### config.mk
export PLATFORM = sky130hd
export DESIGN_NAME = trap_ctrl_u_flat
export DESIGN_NICKNAME = d
export VERILOG_FILES = /design/src/rtl/trap_ctrl_u_if.sv /design/src/rtl/trap_ctrl_u.sv /design/src/flat_wrapper.sv
export SDC_FILE = /design/constraint.sdc
export NUM_CORES = 1
export LEC_CHECK = 0
export CAP_MARGIN = 20
export CORE_MARGIN = 2
export CORE_UTILIZATION = 48
export CTS_CLUSTER_SIZE = 24
export DETAILED_ROUTE_END_ITERATION = 12
export GPL_ROUTABILITY_DRIVEN = 0
export PLACE_DENSITY = 0.9
export SYNTH_ARGS = -nofsm -noshare
export SYNTH_HDL_FRONTEND = slang
export SYNTH_SLANG_ARGS = --single-unit
### constraint.sdc
create_clock -name clk -period 3.2 [get_ports clk]
set_input_delay 0.48 -clock clk [delete_from_list [all_inputs] [get_ports clk]]
set_output_delay 0.48 -clock clk [all_outputs]
set_load 0.005 [all_outputs]
### src/rtl/trap_ctrl_u_if.sv
// ============================================================================
// Module   : trap_ctrl_u_if
// Purpose  : Bus bundle between exception control, CSR port, fetch and the
//            trap sequencer.
// Revision : 1.0 - initial release
// ============================================================================
`default_nettype none

interface trap_ctrl_u_if;
    logic [1:0]  exception_cause;
    logic [31:0] exception_epc;
    logic [31:0] exception_tval;
    logic        mret;
    logic        redirect_ready;
    logic        csr_we;
    logic [11:0] csr_addr;
    logic [31:0] csr_wdata;

    logic        stall;
    logic        flush;
    logic        redirect_valid;
    logic [31:0] redirect_pc;
    logic        busy;
    logic [31:0] mtvec;
    logic [31:0] mepc;
    logic [31:0] mcause;
    logic [31:0] mtval;
    logic [31:0] trap_count;

    modport master (
        output exception_cause, exception_epc, exception_tval, mret,
               redirect_ready, csr_we, csr_addr, csr_wdata,
        input  stall, flush, redirect_valid, redirect_pc, busy,
               mtvec, mepc, mcause, mtval, trap_count
    );

    modport slave (
        input  exception_cause, exception_epc, exception_tval, mret,
               redirect_ready, csr_we, csr_addr, csr_wdata,
        output stall, flush, redirect_valid, redirect_pc, busy,
               mtvec, mepc, mcause, mtval, trap_count
    );
endinterface

`default_nettype wire

### src/rtl/trap_ctrl_u.sv
// ============================================================================
// Module   : trap_ctrl_u
// Purpose  : Trap/MRET sequencer: flush, trap-CSR capture, PC redirect.
//            Optional macro TRAP_COUNTER_EN enables the trap_count counter.
// Revision : 1.0 - initial release
// ============================================================================
`default_nettype none

module trap_ctrl_u #(
    parameter logic [1:0]  NOT_EXCEPTION       = 2'b00,
    parameter logic [1:0]  I_ADDR_MISALIGNMENT = 2'b01,
    parameter logic [1:0]  ILLEGAL_IR          = 2'b10,
    parameter int          FLUSH_CYCLES        = 2,
    parameter logic [31:0] RESET_MTVEC         = 32'h0001_0000
) (
    input  wire logic     clk,
    input  wire logic     rst,
    trap_ctrl_u_if.slave  bus
);

    typedef enum logic [1:0] {
        IDLE     = 2'd0,
        FLUSH    = 2'd1,
        REDIRECT = 2'd2
    } state_t;

    localparam logic [3:0]  C_FLUSH_LOAD  = 4'(FLUSH_CYCLES - 1);
    localparam logic [11:0] C_ADDR_MTVEC  = 12'h305;
    localparam logic [11:0] C_ADDR_MEPC   = 12'h341;
    localparam logic [11:0] C_ADDR_MCAUSE = 12'h342;
    localparam logic [11:0] C_ADDR_MTVAL  = 12'h343;

    state_t      state;
    logic [3:0]  flush_cnt;
    logic [31:0] target;
    logic        stall_q;
    logic        flush_q;
    logic        redirect_valid_q;
    logic [31:0] redirect_pc_q;
    logic        busy_q;
    logic [31:0] mtvec_q;
    logic [31:0] mepc_q;
    logic [31:0] mcause_q;
    logic [31:0] mtval_q;

    logic        exc_take;
    logic        mret_take;

    // Encoding 2'b11 is not a real cause and behaves like NOT_EXCEPTION.
    assign exc_take  = (state == IDLE) &&
                       ((bus.exception_cause == I_ADDR_MISALIGNMENT) ||
                        (bus.exception_cause == ILLEGAL_IR));
    assign mret_take = (state == IDLE) && bus.mret && !exc_take;

    always_ff @(posedge clk) begin
        if (rst) begin
            state            <= IDLE;
            flush_cnt        <= 4'd0;
            target           <= 32'd0;
            stall_q          <= 1'b0;
            flush_q          <= 1'b0;
            redirect_valid_q <= 1'b0;
            redirect_pc_q    <= 32'd0;
            busy_q           <= 1'b0;
            mtvec_q          <= RESET_MTVEC;
            mepc_q           <= 32'd0;
            mcause_q         <= 32'd0;
            mtval_q          <= 32'd0;
        end else begin
            if (bus.csr_we) begin
                case (bus.csr_addr)
                    C_ADDR_MTVEC:  mtvec_q  <= {bus.csr_wdata[31:2], 2'b00};
                    C_ADDR_MEPC:   mepc_q   <= {bus.csr_wdata[31:2], 2'b00};
                    C_ADDR_MCAUSE: mcause_q <= bus.csr_wdata;
                    C_ADDR_MTVAL:  mtval_q  <= bus.csr_wdata;
                    default: ;
                endcase
            end

            case (state)
                IDLE: begin
                    if (exc_take || mret_take) begin
                        state     <= FLUSH;
                        flush_cnt <= C_FLUSH_LOAD;
                        flush_q   <= 1'b1;
                        stall_q   <= 1'b1;
                        busy_q    <= 1'b1;
                    end
                    // Later assignments override a same-cycle CSR write; target
                    // sees the pre-write mtvec.
                    if (exc_take) begin
                        target   <= mtvec_q;
                        mepc_q   <= {bus.exception_epc[31:2], 2'b00};
                        mtval_q  <= bus.exception_tval;
                        mcause_q <= (bus.exception_cause == ILLEGAL_IR) ? 32'd2 : 32'd0;
                    end else if (mret_take) begin
                        target   <= mepc_q;
                    end
                end
                FLUSH: begin
                    if (flush_cnt == 4'd0) begin
                        state            <= REDIRECT;
                        flush_q          <= 1'b0;
                        redirect_valid_q <= 1'b1;
                        redirect_pc_q    <= target;
                    end else begin
                        flush_cnt <= flush_cnt - 4'd1;
                    end
                end
                REDIRECT: begin
                    if (bus.redirect_ready) begin
                        state            <= IDLE;
                        redirect_valid_q <= 1'b0;
                        stall_q          <= 1'b0;
                        busy_q           <= 1'b0;
                    end
                end
                default: begin
                    state            <= IDLE;
                    flush_q          <= 1'b0;
                    stall_q          <= 1'b0;
                    redirect_valid_q <= 1'b0;
                    busy_q           <= 1'b0;
                end
            endcase
        end
    end

`ifdef TRAP_COUNTER_EN
    logic [31:0] trap_cnt;

    always_ff @(posedge clk) begin
        if (rst) begin
            trap_cnt <= 32'd0;
        end else if (exc_take) begin
            trap_cnt <= trap_cnt + 32'd1;
        end
    end

    assign bus.trap_count = trap_cnt;
`else
    assign bus.trap_count = 32'd0;
`endif

    assign bus.stall          = stall_q;
    assign bus.flush          = flush_q;
    assign bus.redirect_valid = redirect_valid_q;
    assign bus.redirect_pc    = redirect_pc_q;
    assign bus.busy           = busy_q;
    assign bus.mtvec          = mtvec_q;
    assign bus.mepc           = mepc_q;
    assign bus.mcause         = mcause_q;
    assign bus.mtval          = mtval_q;

endmodule

`default_nettype wire

### src/flat_wrapper.sv
// flat-port wrapper written by rule: the top's interface ports become plain ports
module trap_ctrl_u_flat 
#(
    parameter logic [1:0]  NOT_EXCEPTION       = 2'b00,
    parameter logic [1:0]  I_ADDR_MISALIGNMENT = 2'b01,
    parameter logic [1:0]  ILLEGAL_IR          = 2'b10,
    parameter int          FLUSH_CYCLES        = 2,
    parameter logic [31:0] RESET_MTVEC         = 32'h0001_0000
)
  (clk, rst, bus_exception_cause, bus_exception_epc, bus_exception_tval, bus_mret, bus_redirect_ready, bus_csr_we, bus_csr_addr, bus_csr_wdata, bus_stall, bus_flush, bus_redirect_valid, bus_redirect_pc, bus_busy, bus_mtvec, bus_mepc, bus_mcause, bus_mtval, bus_trap_count);
  trap_ctrl_u_if bus_i ();
  input  wire logic clk;
  input  wire logic rst;
  input wire logic [$bits(bus_i.exception_cause)-1:0] bus_exception_cause;
  input wire logic [$bits(bus_i.exception_epc)-1:0] bus_exception_epc;
  input wire logic [$bits(bus_i.exception_tval)-1:0] bus_exception_tval;
  input wire logic [$bits(bus_i.mret)-1:0] bus_mret;
  input wire logic [$bits(bus_i.redirect_ready)-1:0] bus_redirect_ready;
  input wire logic [$bits(bus_i.csr_we)-1:0] bus_csr_we;
  input wire logic [$bits(bus_i.csr_addr)-1:0] bus_csr_addr;
  input wire logic [$bits(bus_i.csr_wdata)-1:0] bus_csr_wdata;
  output wire logic [$bits(bus_i.stall)-1:0] bus_stall;
  output wire logic [$bits(bus_i.flush)-1:0] bus_flush;
  output wire logic [$bits(bus_i.redirect_valid)-1:0] bus_redirect_valid;
  output wire logic [$bits(bus_i.redirect_pc)-1:0] bus_redirect_pc;
  output wire logic [$bits(bus_i.busy)-1:0] bus_busy;
  output wire logic [$bits(bus_i.mtvec)-1:0] bus_mtvec;
  output wire logic [$bits(bus_i.mepc)-1:0] bus_mepc;
  output wire logic [$bits(bus_i.mcause)-1:0] bus_mcause;
  output wire logic [$bits(bus_i.mtval)-1:0] bus_mtval;
  output wire logic [$bits(bus_i.trap_count)-1:0] bus_trap_count;
  assign bus_i.exception_cause = bus_exception_cause;
  assign bus_i.exception_epc = bus_exception_epc;
  assign bus_i.exception_tval = bus_exception_tval;
  assign bus_i.mret = bus_mret;
  assign bus_i.redirect_ready = bus_redirect_ready;
  assign bus_i.csr_we = bus_csr_we;
  assign bus_i.csr_addr = bus_csr_addr;
  assign bus_i.csr_wdata = bus_csr_wdata;
  assign bus_stall = bus_i.stall;
  assign bus_flush = bus_i.flush;
  assign bus_redirect_valid = bus_i.redirect_valid;
  assign bus_redirect_pc = bus_i.redirect_pc;
  assign bus_busy = bus_i.busy;
  assign bus_mtvec = bus_i.mtvec;
  assign bus_mepc = bus_i.mepc;
  assign bus_mcause = bus_i.mcause;
  assign bus_mtval = bus_i.mtval;
  assign bus_trap_count = bus_i.trap_count;
  trap_ctrl_u #(.NOT_EXCEPTION(NOT_EXCEPTION), .I_ADDR_MISALIGNMENT(I_ADDR_MISALIGNMENT), .ILLEGAL_IR(ILLEGAL_IR), .FLUSH_CYCLES(FLUSH_CYCLES), .RESET_MTVEC(RESET_MTVEC)) u_core (.clk(clk), .rst(rst), .bus(bus_i));
endmodule
==> flow_metrics.env <==
export IMPL_grtUsageTotal_pct=29.1
export IMPL_synth_warnings=0
export IMPL_antenna_found_initial=1
export IMPL_p_leak_nw=3.98
export IMPL_postCtsSetupRepairBufs=0
export IMPL_layout_drive_gt1_share_pct=4.92
export IMPL_critPathCaptureType="flop"
export IMPL_setup_tns_ps=0
export IMPL_drv_slew=0
export IMPL_synthToLayoutAreaGrowth_pct=40.1
export IMPL_dieArea_sq_mm=0.0181
export IMPL_portBuffers=274
export IMPL_maxCapViolations=0
export IMPL_root_buffer="clkbuf_16"
export IMPL_final_hold_viol_count=0
export IMPL_whs_path_depth=2
export IMPL_route_final_wire_length_microns=27200
export IMPL_ys_ff_latch=199
export IMPL_ir_worst_vdd_v=0.000381
export IMPL_r2r_setup_slack_ps=950
export IMPL_cts_resized=0
export IMPL_grt_pass1_vias=7839
export IMPL_p_per_area_mw_per_mm2=552
export IMPL_grt_use_met3_pct=8.11
export IMPL_finalCritPeriodShare_pct=75.2
export IMPL_firstDrtPassIters=5
export IMPL_layout_commonest_cell="clkdlybuf4s50_1"
export IMPL_rsz0062_at_grt="no"
export IMPL_cts_max_level=4
export IMPL_start_util_pct=49.2
export IMPL_numCtsBuffers=17
export IMPL_yosysSeqAreaShare_pct=48.6
export IMPL_met2_usage_pct=47.1
export IMPL_grt_busiest_layer="met2"
export IMPL_critPathTopFamily="buffers and inverters"
export IMPL_vias=8328
export IMPL_final_cell_mix="clkdlybuf4s50_1 (273), nand2_1 (231), dfxtp_1 (199)"
export IMPL_tightest_slew_ps=912
export IMPL_core_area_sq_mm=0.0166
export IMPL_drc=0
export IMPL_min_to="u_core.bus.redirect_pc[15]"
export IMPL_clk_latency_ps=430
export IMPL_critPathSlowestCell="clkdlybuf4s50_1"
export IMPL_fmax_mhz=416
export IMPL_min_path_type="flop to flop"
export IMPL_p_total_mw=6.34
export IMPL_fin_skew_ps=12.0
export IMPL_insertedDiodeCount=0
export IMPL_cts_sinks=199
export IMPL_gr_total_overflow=0
export IMPL_min_from="u_core.bus.redirect_pc[15]"
export IMPL_holdBufCountCts=0
export IMPL_final_fill_count=1312
export IMPL_fin_cells=1479
export IMPL_crit_path_max_incr_delay_ps=470
export IMPL_clockBufferDepth=2
export IMPL_synthCells=1022
export IMPL_use_met1_pct=36.5
export IMPL_ys_types=37
export IMPL_timing_rr_start="u_core.state[0]"
export IMPL_period_needed_ps=2410
export IMPL_worst_path_buf_inv=5
export IMPL_required_ps=3550
export IMPL_arrival_ps=2750
export IMPL_cp_max_fo=18
export IMPL_netlist_area_sq_mm=0.00819
export IMPL_grt_pass1_wl_microns=41500
export IMPL_grt_max_degree=144
export IMPL_chipWidth_microns=135
export IMPL_status="completed"
export IMPL_syn_avg_cell_area_sq_um=8.02
export IMPL_hpwl_microns=19000
export IMPL_place_inst=1447
export IMPL_die_h_microns=135
export IMPL_viasPerCell=5.63
export IMPL_max_slew_margin_rel_pct=39.1
export IMPL_r2r_end="u_core.bus.redirect_pc[16]"
export IMPL_routedWlPerCell_microns=18.4
export IMPL_start_kind="input port"
export IMPL_setup_violations=0
export IMPL_ant_nets=0
export IMPL_clk_pin_slew_ps=70
export IMPL_final_nets=1363
export IMPL_crit_chain="clkdlybuf4s50_1, inv_1, ha_1, buf_4, inv_1, o21a_1, buf_4, o221ai_1, a21oi_1"
export IMPL_rows=47
export IMPL_path_class="input port to flop"
export IMPL_num_io_pins=311
export IMPL_cts_tree="yes"
export IMPL_drtIter0Drc=672
export IMPL_rr_worst_depth=5
[per-stage QoR]
| stage | hold WS [ps] | util (%) | worst slack (ps) | cell area (sq um) |
|---|---|---|---|---|
| 2_1_floorplan | 432 | - | 1210 | 8320 |
| 3_3_place_gp | 437 | 65.4 | 446 | 10900 |
| 3_5_place_dp | 442 | 65.4 | 388 | 10900 |
| 4_1_cts | 453 | 69.0 | 822 | 11500 |
| 5_1_grt | 467 | 69.0 | 675 | 11500 |
| 6_report | 452 | 69.0 | 794 | 11500 |
[worst register-to-register path: stages, from the launching register on]
cell,delay [ps]
dfxtp_1,530
nor2b_1,360
and3_1,760
buf_4,330
nand2_1,80
a21oi_1,120
[cells in the mapped netlist]
cell type	n	area share, %
buf_4	36	3.3
and3b_1	3	0.32
and4bb_2	1	0.15
o21ai_1	5	0.31
nor4_1	1	0.076
o21ai_0	50	3.1
o221ai_1	25	2.7
a21o_1	1	0.092
inv_1	5	0.23
buf_2	31	1.9
dfxtp_1	199	49
or3_1	1	0.076
conb_1	1	0.046
o211a_1	1	0.12
buf_6	4	0.55
xor2_1	2	0.21
a31oi_1	12	0.92
o21a_1	27	2.5
nor3_2	1	0.12
nand2_1	231	11
nand3_1	38	2.3
nand2b_1	1	0.076
nor3_1	12	0.73
and3_1	5	0.38
clkbuf_1	56	2.6
a311oi_1	26	2.8
a211oi_1	21	1.9
nor2_1	79	3.6
nor2b_1	3	0.23
nor3b_1	5	0.46
and2_1	1	0.076
or3b_2	1	0.11
nor4_4	1	0.26
nand4_1	3	0.23
ha_1	2	0.31
and4_1	2	0.21
a21oi_1	129	7.9
[cell families after synthesis]
logic type / after synthesis / share of synthesized area, %
compound gates: 297 / 22.2
xor+xnor: 2 / 0.214
fa+ha+maj: 2 / 0.305
buf+inv: 132 / 8.54
flops: 199 / 48.6
other cells: 1 / 0.0458
simple gates: 389 / 20.0
[per-layer routing]
layer	share of wire, %	vias up	wire length, microns
met5	0	-	0
met2	48	445	12900
met3	8.6	66	2340
met1	40	3912	10900
met4	3.7	0	995
li1	-	3905	-
[final cells by class]
type	instances	area, sq um	share of cell area [%]
clock inverters	12	143	1.24
clock buffers	20	447	3.89
repair buffers	299	2970	25.8
well taps	220	275	2.40
flip-flops and latches	199	3980	34.7
inverters	5	18.8	0.163
multi-input cells	724	3650	31.8
[registers in the layout, summed over array words and instances, names as in the netlist]
signal	count
u_core.bus.mcause	32
u_core.bus.mepc	32
u_core.bus.mtval	32
u_core.bus.redirect_pc	32
u_core.target	32
u_core.bus.mtvec	30
u_core.flush_cnt	4
u_core.state	2
u_core.bus.busy	1
u_core.bus.flush	1
u_core.bus.redirect_valid	1
[power by group]
part | switching [mW] | internal [mW] | total [mW]
clock | 0.968 | 1.19 | 2.15
sequential | 0.146 | 2.69 | 2.84
combinational | 0.698 | 0.651 | 1.35
[worst max path at each step]
stage	end	depth (start not counted)	slack, ps	startpoint
2_1_floorplan	u_core.bus.mtval[0]	9	1210	bus_exception_cause[0]
3_3_place_gp	u_core.bus.mcause[31]	8	450	bus_exception_cause[0]
3_5_place_dp	u_core.bus.mcause[7]	8	390	bus_exception_cause[0]
4_1_cts	u_core.target[26]	9	820	bus_exception_cause[0]
5_1_grt	u_core.target[26]	9	680	bus_exception_cause[0]
6_report	u_core.target[26]	9	790	bus_exception_cause[0]
(Power assumes the default switching activity.)
